[config.mk]
export PLATFORM = sky130hd
export DESIGN_NAME = v_query_issue_flat
export DESIGN_NICKNAME = d
export VERILOG_FILES = /design/src/rtl/v_pkg.sv /design/src/rtl/v_query_issue_if.sv /design/src/rtl/v_query_rsp_fifo.sv /design/src/rtl/v_query_issue.sv /design/src/flat_wrapper.sv
export SDC_FILE = /design/constraint.sdc
export NUM_CORES = 1
export LEC_CHECK = 0
export ABC_AREA = 1
export CORE_ASPECT_RATIO = 0.75
export CORE_UTILIZATION = 37
export DETAILED_ROUTE_END_ITERATION = 12
export PLACE_DENSITY = 0.67
export SYNTH_ARGS = -nofsm -noshare
export SYNTH_HDL_FRONTEND = slang
export SYNTH_HIERARCHICAL = 1
export SYNTH_SLANG_ARGS = --single-unit
[constraint.sdc]
create_clock -name clk -period 1.7 [get_ports clk]
set_input_delay 0.255 -clock clk [delete_from_list [all_inputs] [get_ports clk]]
set_output_delay 0.255 -clock clk [all_outputs]
set_load 0.01 [all_outputs]
[src/rtl/v_pkg.sv]
// Shared types for the v_* list-query path: lookup field widths and the
// response record carried through the query-issue response FIFO.
package v_pkg;

   typedef logic [7:0]  id_t;
   typedef logic [3:0]  level_t;
   typedef logic [15:0] key_t;
   typedef logic [15:0] volume_t;
   typedef logic [7:0]  listsize_t;

   typedef struct packed {
      key_t      key;
      volume_t   volume;
      logic      error;
      listsize_t listsize;
   } query_rsp_t;

   localparam int QUERY_RESP_DEPTH_DEFAULT = 4;

endpackage

[src/rtl/v_query_issue_if.sv]
// Client request/response handshake plus the list-query pipe bus of v_query_issue.
// slave = the issue block itself, master = client and query pipe side.
interface v_query_issue_if
   import v_pkg::*;
#(
   parameter int TAG_W = 4
);
   logic             i_req_vld;
   id_t              i_req_prod_id;
   level_t           i_req_level;
   logic [TAG_W-1:0] i_req_tag;
   logic             o_req_rdy;

   logic             o_lut_vld;
   id_t              o_lut_prod_id;
   level_t           o_lut_level;
   key_t             i_lut_key;
   volume_t          i_lut_size;
   logic             i_lut_error;
   listsize_t        i_lut_listsize;

   logic             o_rsp_vld;
   logic             i_rsp_rdy;
   logic [TAG_W-1:0] o_rsp_tag;
   key_t             o_rsp_key;
   volume_t          o_rsp_size;
   logic             o_rsp_error;
   listsize_t        o_rsp_listsize;

   logic [15:0]      o_err_cnt;

   modport slave (
      input  i_req_vld, i_req_prod_id, i_req_level, i_req_tag,
      output o_req_rdy,
      output o_lut_vld, o_lut_prod_id, o_lut_level,
      input  i_lut_key, i_lut_size, i_lut_error, i_lut_listsize,
      output o_rsp_vld, o_rsp_tag, o_rsp_key, o_rsp_size, o_rsp_error, o_rsp_listsize,
      input  i_rsp_rdy,
      output o_err_cnt
   );

   modport master (
      output i_req_vld, i_req_prod_id, i_req_level, i_req_tag,
      input  o_req_rdy,
      input  o_lut_vld, o_lut_prod_id, o_lut_level,
      output i_lut_key, i_lut_size, i_lut_error, i_lut_listsize,
      input  o_rsp_vld, o_rsp_tag, o_rsp_key, o_rsp_size, o_rsp_error, o_rsp_listsize,
      output i_rsp_rdy,
      input  o_err_cnt
   );
endinterface

[src/rtl/v_query_rsp_fifo.sv]
// In-order response FIFO; pointers carry an extra wrap bit so full and empty
// are told apart without a separate occupancy register.
module v_query_rsp_fifo #(
   parameter int  DEPTH = 4,
   parameter int  WIDTH = 8,
   localparam int IDX_W = (DEPTH > 1) ? $clog2(DEPTH) : 1,
   localparam int CNT_W = $clog2(DEPTH + 1)
) (
   input  logic             clk,
   input  logic             rst,
   input  logic             push,
   input  logic [WIDTH-1:0] push_data,
   input  logic             pop,
   output logic [WIDTH-1:0] head_data,
   output logic [CNT_W-1:0] count,
   output logic             full,
   output logic             empty
);

   logic [IDX_W:0]   wr_ptr;
   logic [IDX_W:0]   rd_ptr;
   logic [IDX_W-1:0] wr_idx;
   logic [IDX_W-1:0] rd_idx;
   logic [WIDTH-1:0] mem [DEPTH];

   // Index wraps at DEPTH-1 (not a power of two in general) and flips the wrap bit.
   function automatic logic [IDX_W:0] ptr_next(input logic [IDX_W:0] p);
      if (p[IDX_W-1:0] == IDX_W'(DEPTH - 1))
         return {~p[IDX_W], {IDX_W{1'b0}}};
      return p + (IDX_W + 1)'(1);
   endfunction

   assign wr_idx    = wr_ptr[IDX_W-1:0];
   assign rd_idx    = rd_ptr[IDX_W-1:0];
   assign head_data = mem[rd_idx];
   assign empty     = (wr_ptr == rd_ptr);
   assign full      = (count == CNT_W'(DEPTH));

   always_comb begin
      count = CNT_W'(wr_idx) - CNT_W'(rd_idx);
      if (wr_ptr[IDX_W] != rd_ptr[IDX_W])
         count = count + CNT_W'(DEPTH);
   end

   always_ff @(posedge clk or negedge rst) begin
      if (!rst) begin
         for (int i = 0; i < DEPTH; i++)
            mem[i] <= '0;
         wr_ptr <= '0;
      end else if (push) begin
         mem[wr_idx] <= push_data;
         wr_ptr      <= ptr_next(wr_ptr);
      end
   end

   always_ff @(posedge clk or negedge rst) begin
      if (!rst)
         rd_ptr <= '0;
      else if (pop)
         rd_ptr <= ptr_next(rd_ptr);
   end

endmodule

[src/rtl/v_query_issue.sv]
// Query-issue front end: issues client lookups to v_pipe_query and buffers results
// under a credit scheme. Optional error counter enabled by V_QUERY_ERRCNT_EN.
module v_query_issue
   import v_pkg::*;
#(
   parameter int RESP_DEPTH = QUERY_RESP_DEPTH_DEFAULT,
   parameter int TAG_W      = 4
) (
   input logic            clk,
   input logic            rst,
   v_query_issue_if.slave bus
);

   localparam int RSP_W = TAG_W + $bits(query_rsp_t);
   localparam int CNT_W = $clog2(RESP_DEPTH + 1);
   localparam int OCC_W = CNT_W + 2;

   logic             a_vld;
   id_t              a_prod_id;
   level_t           a_level;
   logic [TAG_W-1:0] a_tag;
   logic             b_vld;
   logic [TAG_W-1:0] b_tag;

   logic             req_rdy;
   logic             accept;
   logic             push;
   logic             pop;
   logic             rsp_vld;
   logic [OCC_W-1:0] occ;

   logic [CNT_W-1:0] fifo_count;
   logic             fifo_full;
   logic             fifo_empty;
   query_rsp_t       lut_rsp;
   query_rsp_t       head_rsp;
   logic [RSP_W-1:0] push_data;
   logic [RSP_W-1:0] head_data;

   // Every lookup in stage A/B already owns a FIFO slot, so the pipe never needs to stall.
   assign occ     = OCC_W'(fifo_count) + OCC_W'(a_vld) + OCC_W'(b_vld);
   assign req_rdy = (occ < OCC_W'(RESP_DEPTH));
   assign accept  = bus.i_req_vld & req_rdy;
   assign rsp_vld = ~fifo_empty;
   assign pop     = rsp_vld & bus.i_rsp_rdy;
   assign push    = b_vld;

   always_ff @(posedge clk or negedge rst) begin
      if (!rst) begin
         a_vld     <= 1'b0;
         a_prod_id <= '0;
         a_level   <= '0;
         a_tag     <= '0;
      end else begin
         a_vld <= accept;
         if (accept) begin
            a_prod_id <= bus.i_req_prod_id;
            a_level   <= bus.i_req_level;
            a_tag     <= bus.i_req_tag;
         end
      end
   end

   // The pipe answers one cycle after o_lut_vld; b_tag lines the tag up with that answer.
   always_ff @(posedge clk or negedge rst) begin
      if (!rst) begin
         b_vld <= 1'b0;
         b_tag <= '0;
      end else begin
         b_vld <= a_vld;
         b_tag <= a_tag;
      end
   end

   assign lut_rsp = '{key:      bus.i_lut_key,
                      volume:   bus.i_lut_size,
                      error:    bus.i_lut_error,
                      listsize: bus.i_lut_listsize};
   assign push_data = {b_tag, lut_rsp};

   v_query_rsp_fifo #(
      .DEPTH (RESP_DEPTH),
      .WIDTH (RSP_W)
   ) u_rsp_fifo (
      .clk       (clk),
      .rst       (rst),
      .push      (push),
      .push_data (push_data),
      .pop       (pop),
      .head_data (head_data),
      .count     (fifo_count),
      .full      (fifo_full),
      .empty     (fifo_empty)
   );

   assign head_rsp           = head_data[$bits(query_rsp_t)-1:0];
   assign bus.o_req_rdy      = req_rdy;
   assign bus.o_lut_vld      = a_vld;
   assign bus.o_lut_prod_id  = a_prod_id;
   assign bus.o_lut_level    = a_level;
   assign bus.o_rsp_vld      = rsp_vld;
   assign bus.o_rsp_tag      = head_data[RSP_W-1 -: TAG_W];
   assign bus.o_rsp_key      = head_rsp.key;
   assign bus.o_rsp_size     = head_rsp.volume;
   assign bus.o_rsp_error    = head_rsp.error;
   assign bus.o_rsp_listsize = head_rsp.listsize;

`ifdef V_QUERY_ERRCNT_EN
   logic [15:0] err_cnt;

   always_ff @(posedge clk or negedge rst) begin
      if (!rst)
         err_cnt <= '0;
      else if (push && bus.i_lut_error && (err_cnt != 16'hFFFF))
         err_cnt <= err_cnt + 16'd1;
   end

   assign bus.o_err_cnt = err_cnt;
`else
   assign bus.o_err_cnt = 16'd0;
`endif

   a_no_overflow: assert property (@(posedge clk) disable iff (!rst) !(push && fifo_full));

endmodule

[src/flat_wrapper.sv]
// flat-port wrapper written by rule: the top's interface ports become plain ports
module v_query_issue_flat import v_pkg::*;
#(
   parameter int RESP_DEPTH = QUERY_RESP_DEPTH_DEFAULT,
   parameter int TAG_W      = 4
)
  (clk, rst, bus_i_req_vld, bus_i_req_prod_id, bus_i_req_level, bus_i_req_tag, bus_o_req_rdy, bus_o_lut_vld, bus_o_lut_prod_id, bus_o_lut_level, bus_i_lut_key, bus_i_lut_size, bus_i_lut_error, bus_i_lut_listsize, bus_o_rsp_vld, bus_o_rsp_tag, bus_o_rsp_key, bus_o_rsp_size, bus_o_rsp_error, bus_o_rsp_listsize, bus_i_rsp_rdy, bus_o_err_cnt);
  v_query_issue_if #(.TAG_W(TAG_W)) bus_i ();
  input logic clk;
  input logic rst;
  input wire logic [$bits(bus_i.i_req_vld)-1:0] bus_i_req_vld;
  input wire logic [$bits(bus_i.i_req_prod_id)-1:0] bus_i_req_prod_id;
  input wire logic [$bits(bus_i.i_req_level)-1:0] bus_i_req_level;
  input wire logic [$bits(bus_i.i_req_tag)-1:0] bus_i_req_tag;
  output wire logic [$bits(bus_i.o_req_rdy)-1:0] bus_o_req_rdy;
  output wire logic [$bits(bus_i.o_lut_vld)-1:0] bus_o_lut_vld;
  output wire logic [$bits(bus_i.o_lut_prod_id)-1:0] bus_o_lut_prod_id;
  output wire logic [$bits(bus_i.o_lut_level)-1:0] bus_o_lut_level;
  input wire logic [$bits(bus_i.i_lut_key)-1:0] bus_i_lut_key;
  input wire logic [$bits(bus_i.i_lut_size)-1:0] bus_i_lut_size;
  input wire logic [$bits(bus_i.i_lut_error)-1:0] bus_i_lut_error;
  input wire logic [$bits(bus_i.i_lut_listsize)-1:0] bus_i_lut_listsize;
  output wire logic [$bits(bus_i.o_rsp_vld)-1:0] bus_o_rsp_vld;
  output wire logic [$bits(bus_i.o_rsp_tag)-1:0] bus_o_rsp_tag;
  output wire logic [$bits(bus_i.o_rsp_key)-1:0] bus_o_rsp_key;
  output wire logic [$bits(bus_i.o_rsp_size)-1:0] bus_o_rsp_size;
  output wire logic [$bits(bus_i.o_rsp_error)-1:0] bus_o_rsp_error;
  output wire logic [$bits(bus_i.o_rsp_listsize)-1:0] bus_o_rsp_listsize;
  input wire logic [$bits(bus_i.i_rsp_rdy)-1:0] bus_i_rsp_rdy;
  output wire logic [$bits(bus_i.o_err_cnt)-1:0] bus_o_err_cnt;
  assign bus_i.i_req_vld = bus_i_req_vld;
  assign bus_i.i_req_prod_id = bus_i_req_prod_id;
  assign bus_i.i_req_level = bus_i_req_level;
  assign bus_i.i_req_tag = bus_i_req_tag;
  assign bus_o_req_rdy = bus_i.o_req_rdy;
  assign bus_o_lut_vld = bus_i.o_lut_vld;
  assign bus_o_lut_prod_id = bus_i.o_lut_prod_id;
  assign bus_o_lut_level = bus_i.o_lut_level;
  assign bus_i.i_lut_key = bus_i_lut_key;
  assign bus_i.i_lut_size = bus_i_lut_size;
  assign bus_i.i_lut_error = bus_i_lut_error;
  assign bus_i.i_lut_listsize = bus_i_lut_listsize;
  assign bus_o_rsp_vld = bus_i.o_rsp_vld;
  assign bus_o_rsp_tag = bus_i.o_rsp_tag;
  assign bus_o_rsp_key = bus_i.o_rsp_key;
  assign bus_o_rsp_size = bus_i.o_rsp_size;
  assign bus_o_rsp_error = bus_i.o_rsp_error;
  assign bus_o_rsp_listsize = bus_i.o_rsp_listsize;
  assign bus_i.i_rsp_rdy = bus_i_rsp_rdy;
  assign bus_o_err_cnt = bus_i.o_err_cnt;
  v_query_issue #(.RESP_DEPTH(RESP_DEPTH), .TAG_W(TAG_W)) u_core (.clk(clk), .rst(rst), .bus(bus_i));
endmodule
==> results_dict.tcl, run 1 <==
set metrics [dict create \
    placed_cells 1563 \
    antenna_found_initial 0 \
    violations "setup timing" \
    finalCriticalPeriod_ns 2.28 \
    cpMaxStageDelayCell "fa_2" \
    synth_area_per_cell_um2 8.59 \
    instances_no_fill 1627 \
    cts_tree "built" \
    mostFrequentLayoutCell "nand2_1" \
    netlist_area_um2 9630 \
    area_growth_pct 32.5 \
    powerDensity_nw_per_um2 2120 \
    start_util 0.381 \
    grt_pass1_vias 7554 \
    hold_viol_final 0 \
    maxCapViolations 0 \
    nNetsFinal 1347 \
    rsz0062_at_grt "true" \
    combPwrFrac 0.497 \
    setup_tns_ns -23.52 \
    pwr-share-seq 0.327 \
    cts_root_buffer "clkbuf_16" \
    pwr-share-clk 0.176 \
    dieHeight_um 142 \
    drc 0 \
    firstDrtPassIters 5 \
    clk_pin_slew_worst_paths_ns 0.06 \
    die_area_um2 26700 \
    status "complete, but fails checks" \
    skew_ns 0.0138 \
    die_x_um 188 \
    core_um2 25300 \
    swShare 0.389 \
    slew_violations 0 \
    met3_usage 0.0307 \
    path_buf_inv 3 \
    critPathCaptureType "output port" \
    num_vias 7836 \
    ir_drop_v 0.000991 \
    routed_wl_um 23900 \
    grt_pass1_wl_um 39600 \
    htree_num_levels 1 \
    max_stage_delay_ns 0.52 \
    cpLargestDelayFamily "adder cells" \
    grt.total_usage 0.183 \
    final-setup-viol-count 64 \
    pre_cts_slack_ns -0.413 \
    tightest_slew_ns 0.528 \
    antennaDiodeCount 0 \
    cp_data_arrival_time_ns 2.03 \
    start_kind "flip-flop" \
    overflow 0 \
    pin_count 137 \
    clock-sinks 208 \
    crit_chain "buf_6, ha_4, fa_2, inv_2, a21oi_2, buf_4" \
    finalCritPeriodShare 1.34 \
    p_sw_mw 10.5 \
    required_ns 1.44 \
    cts_buffer_depth 3 \
    critPathMaxFanout 2 \
    p_leak_nw 6.42 \
    hold_slack_ns 0.307 \
    clock_latency_ns 0.50 \
    synth_cells 1121 \
    yosysWarningCount 6 \
    io_buffers 120 \
    final_util 0.505 \
    final_cell_mix "nand2_1, o21ai_0, dfrtp_1" \
    cts_buffers 22 \
    gp_congestion 0.763 \
    drt_iter0_drc 495 \
    setup_slack_ns -0.583 \
    via_per_inst 4.82 \
    critPathKind "flip-flop to output port" \
    grt_max_degree 57 \
    worst-r2r-setup-slack_ns -0.28 \
    relSlewSlack 0.648 \
    globalRouteMet1Util 0.266 \
    routedWlPerCell_um 14.7 \
    drive_above_1_share 0.178 \
    std_cell_rows 50 \
    internal_power_mw 16.5 \
    busiest_layer "met2" \
    antenna_left 0 \
    fmax_mhz 438 \
    hp-class "input port to async pin" \
    dp.final_hpwl_um 14100 \
    grt.met2_usage 0.284 \
]
[what timing repair did]
item / 4_1_cts / 5_1_grt
endpoints found under the hold margin: 48 / 0
setup buffers: 14 / 4
pin swaps: 20 / 23
resized for setup: 177 / 57
gates cloned: 11 / 1
hold buffers: 1 / 0
setup endpoints to repair: 70 / 70
[power by group through the flow]
stage | combinational, mW | clock (mW) | sequential, mW
3_3_place_gp | 11.9 | 0 | 8.77
2_1_floorplan | 7.12 | 0 | 8.61
5_1_grt | 15.0 | 5.06 | 9.15
4_1_cts | 13.5 | 4.87 | 8.82
6_report | 13.5 | 4.75 | 8.85
3_5_place_dp | 12.1 | 0 | 8.86
[per-layer routing]
metal,vias to the layer above,routed length [um]
met5,-,0
met4,0,391
met3,32,1440
met2,216,10700
met1,3714,11400
li1,3874,-
[path summary, 6_finish.rpt]
check | from | endpoint | cells past startpoint
worst max-delay path | u_core/u_rsp_fifo/rd_ptr[0]$_DFFE_PN0P_ | bus_o_req_rdy | 6
worst min-delay path | rst | u_core/u_rsp_fifo/mem[12]$_DFFE_PN0P_ | 2
worst max register to register | u_core/u_rsp_fifo/rd_ptr[0]$_DFFE_PN0P_ | u_core/bus.o_lut_prod_id[0]$_DFFE_PN0P_ | 10
worst min register to register | u_core/a_tag[1]$_DFFE_PN0P_ | u_core/b_tag[1]$_DFF_PN0_ | 0
max in group asynchronous | rst | u_core/u_rsp_fifo/mem[149]$_DFFE_PN0P_ | 3
min in group clk | bus_i_req_prod_id[1] | u_core/bus.o_lut_prod_id[1]$_DFFE_PN0P_ | 3
[flip-flops by register name, indices dropped and copies added (netlist names)]
signal	count
u_core/a_tag	4
u_core/b_tag	4
u_core/b_vld	1
u_core/bus.o_lut_level	4
u_core/bus.o_lut_prod_id	8
u_core/bus.o_lut_vld	1
u_core/u_rsp_fifo/mem	180
u_core/u_rsp_fifo/rd_ptr	3
u_core/u_rsp_fifo/wr_ptr	3
[area by class of cell]
cell class / instances / area (um2)
clock inverters: 5 / 50.0
inverters: 106 / 425
repair inverters: 1 / 16.3
clock buffers: 31 / 666
fillers: 2374 / 12500
flip-flops and latches: 208 / 5210
repair buffers: 201 / 2270
multi-input cells: 737 / 3700
well taps: 338 / 423
[per-stage QoR]
stage                     total power [mW]  area, um2
after floorplan                       15.7       9700
after global placement                20.7      11500
after detailed placement              21.0      11500
after CTS                             27.2      12700
after global routing                  29.2      12800
final                                 27.1      12800
No activity file was read; power rests on OpenSTA's default activity.
==> run 2, diff against run 1 <==
Settings changed: CORE_MARGIN set to 3.
==> run 2 against run 1 <==
  * Count of clock-buffer cells in the layout rose by 2
  * Design area grew 2.4%
  * Highest routed layer unchanged
  * Critical path depth increased by 2
  * Sequential share of layout area down 0.94 points
  * The flow still finishes with violations (setup timing)
==> results_dict.tcl, run 2 (same netlist as run 1, synthesis figures left out) <==
set metrics [dict create \
    die_area_um2 28000 \
    routedWlPerCell_um 15.4 \
    drive_above_1_share 0.215 \
    critPathCaptureType "output port" \
    cts_buffers 22 \
    area_growth_pct 35.7 \
    drc 0 \
    firstDrtPassIters 5 \
    antenna_left 0 \
    multi_input_area_um2 3810 \
    violations "setup timing" \
    finalCriticalPeriod_ns 2.21 \
    reg2reg_depth 11 \
    pre_cts_slack_ns -0.420 \
    antennaDiodeCount 0 \
    cts_root_buffer "clkbuf_16" \
    via_per_inst 4.83 \
    fmax_mhz 452 \
    crit_chain "ha_4, fa_2, inv_2, nand3_2, nand2_2, inv_2, a21oi_2, buf_4" \
    rsz0062_at_grt "true" \
    worstReg2RegStart "u_core/u_rsp_fifo/rd_ptr[0]$_DFFE_PN0P_" \
    slew_violations 0 \
    final-setup-viol-count 65 \
    seq_area_um2 5210 \
    swShare 0.393 \
    clk_pin_slew_worst_paths_ns 0.07 \
    worst-r2r-setup-slack_ns -0.18 \
    clock_latency_ns 0.50 \
    status "complete, but fails checks" \
    maxCapViolations 0 \
    start_util 0.381 \
    pin_count 137 \
    routed_wl_um 25400 \
    overflow 0 \
    ir_drop_v 0.000944 \
    grt_pass1_wl_um 40700 \
    die_x_um 192 \
    setup_tns_ns -21.85 \
    finalCritPeriodShare 1.30 \
    grt_max_degree 49 \
    num_vias 7968 \
    start_kind "flip-flop" \
    std_cell_rows 50 \
    cpMostUsedCell "inv_2" \
    antenna_found_initial 0 \
    grt_pass1_vias 7737 \
    nFillCells 2323 \
    dp.final_hpwl_um 14900 \
    gp_congestion 0.765 \
    setup_slack_ns -0.512 \
    cpMaxStageDelayCell "dfrtp_2" \
    combPwrFrac 0.517 \
    final_cell_mix "nand2_1, o21ai_0, dfrtp_1" \
    p_sw_mw 11.0 \
    hp-class "input port to async pin" \
    mostFrequentLayoutCell "nand2_1" \
    dieHeight_um 146 \
    critPathKind "flip-flop to output port" \
    regMostFlops "u_core/u_rsp_fifo/mem" \
    critPathMaxFanout 2 \
    core_um2 25300 \
    clock-sinks 208 \
    htree_num_levels 1 \
    required_ns 1.44 \
    cts_tree "built" \
    grt.total_usage 0.175 \
    crit_start "u_core/u_rsp_fifo/rd_ptr[0]$_DFFE_PN0P_" \
    pwr-share-clk 0.166 \
    cts_buffer_depth 3 \
    reg2reg_to "u_core/bus.o_lut_level[2]$_DFFE_PN0P_" \
    p_leak_nw 6.60 \
    cp_data_arrival_time_ns 1.96 \
    powerDensity_nw_per_um2 2140 \
    io_buffers 120 \
    final_util 0.517 \
    largest_register_ffs 180 \
    drt_iter0_drc 468 \
    skew_ns 0.0146 \
    pwr-share-seq 0.317 \
    nNetsFinal 1366 \
    max_stage_delay_ns 0.44 \
    hold_viol_final 0 \
    internal_power_mw 17.0 \
]
==> run 2: changes by cell type in the layout (fill, tap and decap cells not counted), sizes merged, moves of 2 or more <==
cell,change
clkdlybuf4s15,-10
dlygate4sd2,-5
buf,+38
clkdlybuf4s50,-2
==> run 2: worst max-delay path by stage <==
stage / to / cells after the start / slack, ns
after CTS: bus_o_rsp_key[13] / 9 / -0.51
after global placement: bus_o_req_rdy / 5 / -0.41
final: bus_o_req_rdy / 8 / -0.51
after global routing: bus_o_req_rdy / 9 / -0.62
after detailed placement: bus_o_req_rdy / 6 / -0.42
after floorplan: u_core/bus.o_lut_level[0]$_DFFE_PN0P_ / 12 / -0.01
==> run 2: power groups by stage <==
stage	Sequential, mW	Combinational (mW)	Clock (mW)
after floorplan	8.61	7.12	0
after global placement	8.78	11.9	0
after detailed placement	8.85	12.2	0
after CTS	8.81	13.5	4.75
after global routing	9.18	16.0	4.98
final	8.88	14.5	4.64
==> run 2: metal layers <==
metal | share of wire | global-route usage | wire [um] | vias up
li1 | - | - | - | 3920
met1 | 0.49 | 0.270 | 12300 | 3757
met2 | 0.44 | 0.261 | 11200 | 259
met3 | 0.059 | 0.0306 | 1500 | 32
met4 | 0.014 | 0.0331 | 355 | 0
met5 | 0 | 0 | 0 | -
==> run 2: layout make-up <==
cell class	count	share of cell area
sequential	208	0.399
multi-input combinational	737	0.292
timing repair buffer	220	0.192
clock buffer	33	0.0484
tap	338	0.0324
inverter	106	0.0322
clock inverter	5	0.00402
timing repair inverter	1	0.000862
==> run 2: stage by stage <==
step	instances	cell area, um2	hold slack (ns)	total power, mW
after global routing	1648	13100	0.304	30.2
after detailed placement	1560	11500	0.247	21.0
after global placement	1560	11500	0.245	20.7
final	1648	13100	0.285	28.0
after CTS	1633	12700	0.283	27.1
after floorplan	1136	9700	-0.0406	15.7
==> run 2: critical path, delay by kind of cell, from the launching register on <==
kind	cells	cell delay, ns
adder cells (fa/ha/maj)	2	0.54
flip-flops	1	0.44
buffers and inverters	3	0.25
AND/OR/NAND/NOR	2	0.14
AO/OA/AOI/OAI	1	0.09
==> run 2: what timing repair did <==
action / 4_1_cts / 5_1_grt
setup buffers: 24 / 11
hold endpoints to repair: 40 / 0
pin swaps: 21 / 28
gates cloned: 12 / 5
resized for setup: 279 / 67
setup endpoints to repair: 71 / 73
hold buffers: 1 / 0
